<file path="config.mk">
export PLATFORM = sky130hd
export DESIGN_NAME = uart_loader_arb
export DESIGN_NICKNAME = d
export VERILOG_FILES = /design/src/rtl/uart_loader_pkg.sv /design/src/rtl/ldr_fifo.sv /design/src/rtl/uart_loader_arb.sv
export SDC_FILE = /design/constraint.sdc
export NUM_CORES = 1
export LEC_CHECK = 0
export BUFFER_PORTS_ARGS = -buffer_cell sky130_fd_sc_hd__buf_2
export CAP_MARGIN = 20
export CORE_ASPECT_RATIO = 0.6
export CORE_MARGIN = 4
export CORE_UTILIZATION = 50
export DETAILED_ROUTE_END_ITERATION = 10
export PLACE_DENSITY = 0.71
export SLEW_MARGIN = 20
export SYNTH_ARGS = -nofsm -noshare
export SYNTH_HDL_FRONTEND = slang
export SYNTH_HIERARCHICAL = 1
export SYNTH_SLANG_ARGS = --single-unit
</file>
<file path="constraint.sdc">
create_clock -name clk -period 5.2 [get_ports clk]
set_clock_uncertainty 0.1 [all_clocks]
set_input_delay 1.04 -clock clk [delete_from_list [all_inputs] [get_ports clk]]
set_output_delay 1.04 -clock clk [all_outputs]
set_load 0.01 [all_outputs]
</file>
<file path="src/rtl/uart_loader_pkg.sv">
// Shared constants and types for the UART boot loader / memory arbiter slice.
package uart_loader_pkg;

  localparam logic [7:0] CMD_PTR  = 8'h00;
  localparam logic [7:0] CMD_DATA = 8'h01;
  localparam logic [7:0] CMD_CTRL = 8'h02;

  localparam int ERR_OVF   = 0;
  localparam int ERR_CKSUM = 1;

  typedef enum logic [1:0] {
    IDLE = 2'd0,
    CORE = 2'd1,
    LDR  = 2'd2
  } arb_state_e;

endpackage

</file>
<file path="src/rtl/ldr_fifo.sv">
// First-word-fall-through write queue holding {address, data} pairs from the loader.
module ldr_fifo #(
  parameter int WIDTH = 30,
  parameter int DEPTH = 8,
  localparam int AW   = $clog2(DEPTH),
  localparam int CW   = AW + 1
) (
  input  logic             clk,
  input  logic             RESET,
  input  logic             push,
  input  logic [WIDTH-1:0] push_data,
  input  logic             pop,
  output logic [WIDTH-1:0] head,
  output logic             full,
  output logic             empty,
  output logic [CW-1:0]    count
);

  logic [WIDTH-1:0] mem [DEPTH];
  logic [AW-1:0]    wr_ptr;
  logic [AW-1:0]    rd_ptr;
  logic             do_push;
  logic             do_pop;

  assign full    = (count == CW'(DEPTH));
  assign empty   = (count == '0);
  assign do_push = push && !full;
  assign do_pop  = pop && !empty;
  assign head    = mem[rd_ptr];

  // NOTE: the storage array has no reset; pointers and count alone define validity.
  always_ff @(posedge clk) begin
    if (do_push) mem[wr_ptr] <= push_data;
  end

  // NOTE: nonblocking assignments keep every register reading pre-edge values.
  always_ff @(posedge clk) begin
    if (RESET) begin
      wr_ptr <= '0;
      rd_ptr <= '0;
      count  <= '0;
    end else begin
      if (do_push) wr_ptr <= wr_ptr + AW'(1);
      if (do_pop)  rd_ptr <= rd_ptr + AW'(1);
      case ({do_push, do_pop})
        2'b10:   count <= count + CW'(1);
        2'b01:   count <= count - CW'(1);
        default: count <= count;
      endcase
    end
  end

endmodule

</file>
<file path="src/rtl/uart_loader_arb.sv">
// UART command decoder feeding a write queue, plus a core/loader memory arbiter.
module uart_loader_arb
  import uart_loader_pkg::*;
#(
  parameter int ADDR_W     = 22,
  parameter int FIFO_DEPTH = 8,
  parameter int PRIO_LEVEL = 6
) (
  input  logic              clk,
  input  logic              RESET,
  input  logic              uart_write,
  input  logic [7:0]        uart_addr,
  input  logic [7:0]        uart_data,
  input  logic              uart_cksum_err,
  input  logic              core_req,
  input  logic [ADDR_W-1:0] core_addr,
  input  logic              core_we,
  input  logic [7:0]        core_din,
  output logic              core_ack,
  output logic [7:0]        core_dout,
  output logic              mem_req,
  output logic [ADDR_W-1:0] mem_addr,
  output logic              mem_we,
  output logic [7:0]        mem_din,
  input  logic              mem_ack,
  input  logic [7:0]        mem_dout,
  output logic              host_reset,
  output logic              loading,
  output logic [1:0]        status_err
);

  localparam int CW = $clog2(FIFO_DEPTH) + 1;
  localparam logic [CW-1:0] PRIO_CNT = CW'(PRIO_LEVEL);

  arb_state_e        state;
  logic [ADDR_W-1:0] ptr;
  logic              cmd_ptr, cmd_data, cmd_ctrl;
  logic              q_push, q_pop, q_full, q_empty;
  logic [CW-1:0]     q_count;
  logic [ADDR_W+7:0] q_head;
  logic              core_req_eff;
  logic              ldr_go;
  logic [1:0]        next_err;

  assign cmd_ptr  = uart_write && (uart_addr == CMD_PTR);
  assign cmd_data = uart_write && (uart_addr == CMD_DATA);
  assign cmd_ctrl = uart_write && (uart_addr == CMD_CTRL);

  assign q_push       = cmd_data && !q_full;
  assign q_pop        = (state == LDR) && mem_ack;
  // A core held in reset must not win the bus nor see completions.
  assign core_req_eff = core_req && !host_reset;
  assign core_ack     = (state == CORE) && mem_ack && !host_reset;
  assign core_dout    = mem_dout;
  assign ldr_go       = (q_count >= PRIO_CNT) || (!core_req_eff && !q_empty);

  ldr_fifo #(
    .WIDTH(ADDR_W + 8),
    .DEPTH(FIFO_DEPTH)
  ) u_fifo (
    .clk      (clk),
    .RESET    (RESET),
    .push     (q_push),
    .push_data({ptr, uart_data}),
    .pop      (q_pop),
    .head     (q_head),
    .full     (q_full),
    .empty    (q_empty),
    .count    (q_count)
  );

  // NOTE: default first so every path assigns next_err and no latch is inferred.
  always_comb begin
    next_err = status_err;
    if (cmd_ctrl && uart_data[7]) next_err = '0;
    if (cmd_data && q_full)       next_err[ERR_OVF]   = 1'b1;
    if (uart_cksum_err)           next_err[ERR_CKSUM] = 1'b1;
  end

  always_ff @(posedge clk) begin
    if (RESET) begin
      ptr        <= '0;
      host_reset <= 1'b0;
      loading    <= 1'b0;
      status_err <= '0;
    end else begin
      // Dropped bytes still advance the pointer so later addresses stay aligned.
      if (cmd_ptr)       ptr <= {ptr[ADDR_W-9:0], uart_data};
      else if (cmd_data) ptr <= ptr + ADDR_W'(1);
      if (cmd_ctrl) begin
        host_reset <= uart_data[0];
        loading    <= uart_data[1];
      end
      status_err <= next_err;
    end
  end

  always_ff @(posedge clk) begin
    if (RESET) begin
      state    <= IDLE;
      mem_req  <= 1'b0;
      mem_addr <= '0;
      mem_we   <= 1'b0;
      mem_din  <= '0;
    end else begin
      case (state)
        IDLE: begin
          if (ldr_go) begin
            state               <= LDR;
            mem_req             <= 1'b1;
            mem_we              <= 1'b1;
            {mem_addr, mem_din} <= q_head;
          end else if (core_req_eff) begin
            state    <= CORE;
            mem_req  <= 1'b1;
            mem_addr <= core_addr;
            mem_we   <= core_we;
            mem_din  <= core_din;
          end
        end
        CORE, LDR: begin
          if (mem_ack) begin
            state   <= IDLE;
            mem_req <= 1'b0;
          end
        end
        default: begin
          state   <= IDLE;
          mem_req <= 1'b0;
        end
      endcase
    end
  end

endmodule

</file>
## After elaboration in Yosys (flattened, before gate mapping)

Memories as Yosys holds them, arrays and structs flattened. A register that Yosys moved wholly into a read port is not among the register bits.
Cells that the tools add are included.

- Output and inout port bits: 45
- Bits of input ports: 61
- RAM bits: 240
- Bits in registers: 70
- Memories: 1
- Word-level logic and storage cells: 82

- $lt $le $gt $ge: 1
- Multiplexer cells: 24
- Reductions and logical operators: 29
- $add $sub $neg: 5
- Eq/ne operators: 9

Memory list:

| memory | words | bits a word | read ports | clocked after Yosys merged registers in | wr ports | line | RTL |
|---|---|---|---|---|---|---|---|
| u_fifo.mem | 8 | 30 | 1 | 1 | 1 | ldr_fifo.sv:19 | `logic [WIDTH-1:0] mem [DEPTH];` |

Operators by type and width:

| operator | count |
|---|---|
| $mux 22 | 4 |
| $add 22x1->22 const B | 1 |
| $mux 8 | 2 |
| $logic_and 1x1->1 | 13 |
| $reduce_bool 2->1 | 5 |
| $mux 1 | 9 |
| $eq 8x1->1 const B | 1 |
| $eq 8x2->1 const B | 1 |
| $logic_not 8->1 | 1 |
| $mux 2 | 4 |
| $pmux 4 s2 | 1 |
| $add 3x1->3 const B | 2 |
| $mux 3 | 2 |
| $add 4x1->4 const B | 1 |
| $eq 2x1->1 const B | 2 |
| $eq 2x2->1 const B | 2 |
| $eq 4x4->1 const B | 1 |
| $ge 4x3->1 const B | 1 |
| $logic_not 1->1 | 4 |
| $logic_not 4->1 | 1 |
| $pmux 2 s2 | 1 |
| $reduce_and 2->1 | 2 |
| $sub 4x1->4 const B | 1 |
| $ne 3x3->1 const B | 1 |
| other kinds (5) | 5 |

## Logic depth before layout (Yosys ltp)

- Word-level depth: 7
- Depth in mapped cells: 12
- Gate-level depth less buffers: 11

## By module

Netlist, hierarchy kept.

By module, submodules not included:

| module | area each (um2) | seq. area each (um2) | cells each | instances |
|---|---|---|---|---|
| ldr_fifo | 9892.0 | 7467.2 | 421 | 1 |
| uart_loader_arb | 3215.6 | 1201.2 | 397 | 1 |

## Least setup slack after synthesis

Ideal clock, no wire load.

- Kind: in2reg
- From: input uart_addr[4]
- To: memory u_fifo.mem[0][0] (enable)
- Buffers on the path: 1
- Stages on the path: 7
- Arrival: 4.994 ns
- Slack: -0.348 ns
- Required time: 4.645 ns
- Setup time: 0.455 ns
- Path through: or4b_4 or3_1 clkbuf_1 nor3_1 nand2_1 or2_2 nor3_1

- Cells in the longest elaborated chain, start to end: 6

Ends and longest elaborated chain:

| element | line | RTL |
|---|---|---|
| start, declared | uart_loader_arb.sv:12 | `input logic [7:0] uart_addr,` |
| $eq 8x1->1 | uart_loader_arb.sv:46 | `assign cmd_data = uart_write && (uart_addr == CMD_DATA);` |
| $logic_and 1x1->1 | uart_loader_arb.sv:46 |  |
| $logic_and 1x1->1 | uart_loader_arb.sv:49 | `assign q_push = cmd_data && !q_full;` |
| named net q_push | uart_loader_arb.sv:38 | `logic q_push, q_pop, q_full, q_empty;` |
| $logic_and 1x1->1 | ldr_fifo.sv:27 | `assign do_push = push && !full;` |
| $mux 1 | ldr_fifo.sv:33 | `if (do_push) mem[wr_ptr] <= push_data;` |
| $mux 1 (implied by the code) | ldr_fifo.sv:33 |  |
| end, declared | ldr_fifo.sv:19 |  |

The timed path passes the listed nets, and every way through them passes these cells.

## Worst setup path after layout

- From: input uart_addr[4]
- To: register u_fifo.count[3]

- Cells in the longest elaborated chain, start to end: 6
- Elaborated cells between the ends (all ways): 8
- Classes of those cells: eq/ne (3); mux (1); reduce/logical (4)

Ends and longest elaborated chain:

| element | line | RTL |
|---|---|---|
| $eq 8x1->1 * | uart_loader_arb.sv:46 |  |
| $logic_and 1x1->1 * | uart_loader_arb.sv:46 |  |
| $logic_and 1x1->1 * | uart_loader_arb.sv:49 |  |
| named net q_push | uart_loader_arb.sv:38 |  |
| $logic_and 1x1->1 * | ldr_fifo.sv:27 |  |
| $eq 2x1->1 or $eq 2x2->1 (tied branches) | ldr_fifo.sv:45 | `case ({do_push, do_pop})` |
| $pmux 4 s2 or $reduce_bool 2->1 (tied branches) | n/a |  |
| end signal, assigned | ldr_fifo.sv:46 | `2'b10: count <= count + CW'(1);` |
| end signal, assigned | ldr_fifo.sv:47 | `2'b01: count <= count - CW'(1);` |
| end signal, assigned | ldr_fifo.sv:48 | `default: count <= count;` |
| end, declared | ldr_fifo.sv:16 | `output logic [CW-1:0] count` |

The timed path passes the listed nets; every way through them passes the cells marked *.
A chain may end at the register's enable or synchronous reset.

==> impl_results.md <==
* Status: complete, no violations
* Post-cts sizing count at 0
* Leak at 0.00481 uW
* WP data required at 5530 ps
* Clk Latency, worst-skew pair at 560 ps
* Mapped Nets at 888
* Critical Path Slowest Stage Cell: or4b_4
* Synthesized cell area at 0.0131 mm2
* Die area at 0.0290 mm2
* Setup violations, final at 0
* Nets at 975
* CTS Root Cell: clkbuf_16
* Detailed router's first-iteration violation count at 777
* Setup CP Type: input port to flip-flop
* Worst hold path stage count at 2
* CP Buf/Inv Count at 1
* Clock Path Buffers at 3
* GRT Overall Usage at 0.193
* TNS Setup at 0 ps
* Vias in the first global route at 7054
* WP data arrival at 4140 ps
* Hold Crit Class: flip-flop to flip-flop
* Post-Synthesis Cells at 818
* Total number of vias at 7495
* Worst-Margin Slew at 890 ps
* Total CTS buffers at 28
* Non-filler cells, final at 1279
* Final antenna-violating net count at 0
* Most common cell on crit path: or3_1
* Total grt overflow at 0
* Distinct cells, synth at 51
* Crit. path cell count at 9
* Top-count cell post-synth: edfxtp_1
* Final instance area at 0.0149 mm2
* Number of synthesized register bits at 313
* Sequential area share after synthesis at 0.661
* Crit path largest cell delay at 540 ps
* Inst Count DP at 1227
* GPL Wtd Cong at 0.806
* Cts hold-fix bufs at 0
* Worst reg2reg path depth at 8
* Total number of yosys warnings at 6
* Hold Path Sink: mem_req$_SDFFE_PP0P_
* Most used DFF post-synth: edfxtp_1
* Total Power at 4950 uW
* Fin crit share at 0.733
* Via/cell ratio at 5.86
* VDD IR max at 0.240 mV
* FMAX at 0.262 GHz
* Final Hold Fails at 0
* Cell Area, Placed at 0.0139 mm2
* Post-DP HPWL at 18000 um
* Hold slack at 385 ps
* Top cells by area, synth: edfxtp_1 55%, mux4_1 12%, dfxtp_1 11%
* Share of cells above drive strength 1 at 0.229
* Critical-path cell list: buf_2 > or4b_4 > or3_1 > nor3_1 > nand2_1 > ha_1 > or3_1 > o32ai_1 > mux2_2
* Crit end category: flip-flop
* ANT cells at 0
* CTS tree: done
* Worst-path maximum fanout at 6
* Io pins at 106
* Clock Sinks at 313
* Area leader, netlist: edfxtp_1
* Setup bufs post-CTS at 0
* FFs w/ async S/R, synth at 0
* Worst reg2reg endpoint: u_fifo/count[3]$_SDFFE_PP0P_
* Initial core utilization at 0.513
* Pin count of the biggest net entering global routing at 41
* Area Overhead vs Synth at 13.4%
* First-pass GRT wire length at 42900 um
* Rel. slew slack at 0.402
* Max H-tree Level at 1
* Cell Rows at 45
* Unrepaired setup endpoints after global routing: false
* Final Max Slew Viols at 0
* Core box area at 0.0256 mm2
* Worst reg2reg path startpoint: u_fifo/count[2]$_SDFFE_PP0P_
* Post-synth EDFFs at 240
* PwrDens at 333 mW/mm2
* Max_cap viols at 0
* Min Tclk post-route at 3810 ps
* Pre-antenna DRT Iters at 5
* Post-synth top area share at 0.550
* Hold wc startpoint: mem_req$_SDFFE_PP0P_
* Most frequent cells after synthesis: 240 x edfxtp_1, 73 x dfxtp_1, 67 x nor2_1
* Post-route DRC at 0
* Mapped Avg Cell Area at 16.0 um2
* Initial antenna violation count at 0
* Startpoint Class: input port
* Die width at 217 um
* Top Family by Delay on Critical Path: simple AND/OR/NAND/NOR gates
* Clock-pin slew on the worst setup and hold paths at 70 ps
* WL per Instance at 22.0 um
* R2R setup slack at 2170 ps
* Port Buf Inserts at 89
* Die H at 133 um
* Routed wire length at 28100 um
-- worst max path at each step --
stage	endpoint	start	slack, ps
6_report	u_fifo/count[3]$_SDFFE_PP0P_	uart_addr[4]	1390
5_1_grt	u_fifo/count[3]$_SDFFE_PP0P_	uart_addr[4]	1340
4_1_cts	u_fifo/count[3]$_SDFFE_PP0P_	uart_addr[4]	1460
3_5_place_dp	u_fifo/count[3]$_SDFFE_PP0P_	uart_addr[4]	880
3_3_place_gp	u_fifo/count[3]$_SDFFE_PP0P_	uart_addr[4]	920
2_1_floorplan	u_fifo/mem[4][0]$_DFFE_PP_	uart_addr[4]	460
-- cells in the final DEF (no fill, tap or decap), types with 13 or more instances in the layout --
cell	synthesis	routed
edfxtp_1	240	240
buf_2	1	89
dfxtp_1	73	71
nor2_1	67	61
mux4_1	60	60
mux2i_1	36	36
a211oi_1	32	32
mux2_2	31	31
nand2_1	30	30
clkbuf_16	0	29
o21ai_0	29	28
buf_4	8	27
a21oi_1	23	23
nand3_1	16	16
nor2b_1	13	13
-- area by class of cell --
cell class                      count  area, um2
Inverter                            9       33.8
Tap cell                          352        440
Fill cell                        1937      10700
Sequential cell                   313       8670
Clock inverter                     16        148
Multi-Input combinational cell    437       4150
Timing Repair Buffer              116        648
Clock buffer                       36        782
-- worst min-delay path: stages (launching register included) --
cell and delay (ps):
dfxtp_1 320, inv_1 50, a221oi_1 60
-- kinds of logic (layout without fill, tap and decap cells) --
family	count (synthesis)	count (layout)	synth area share
multiplexers	127	127	0.174
AO/OA/AOI/OAI	121	121	0.0602
flip-flops	313	313	0.661
XOR/XNOR	6	6	0.00401
adder cells (fa/ha/maj)	9	9	0.00859
buffers and inverters	68	177	0.0264
AND/OR/NAND/NOR	174	174	0.0650
-- power breakdown --
group	switching, uW	total (uW)	internal (uW)
Combinational	97.8	162	64.5
Sequential	21.0	2720	2700
Clock	902	2070	1170
Total	1020	4950	3930
-- stage by stage --
stage                     worst slack [ps]  utilization
after global placement                 920        0.545
final                                 1390        0.582
after global routing                  1340        0.582
after CTS                             1460        0.582
after floorplan                        460            -
after detailed placement               879        0.545
-- sequential cells by signal (all words and copies together) (netlist names), 2 cells and up, named ones only --
signal and count:
state 2, u_fifo/rd_ptr 3, u_fifo/wr_ptr 3, status_err 2
mem_din 8, u_fifo/count 4, u_fifo/mem 240, ptr 22
mem_addr 22
-- routing by layer --
metal / vias up / wire length [um] / track usage / share of wire
li1: 3449 / - / - / -
met1: 3701 / 12900 / 0.300 / 0.46
met2: 310 / 12500 / 0.291 / 0.45
met3: 35 / 2330 / 0.0356 / 0.083
met4: 0 / 370 / 0.0318 / 0.013
met5: - / 0 / 0 / 0
Power figures use the tool's default switching activity.
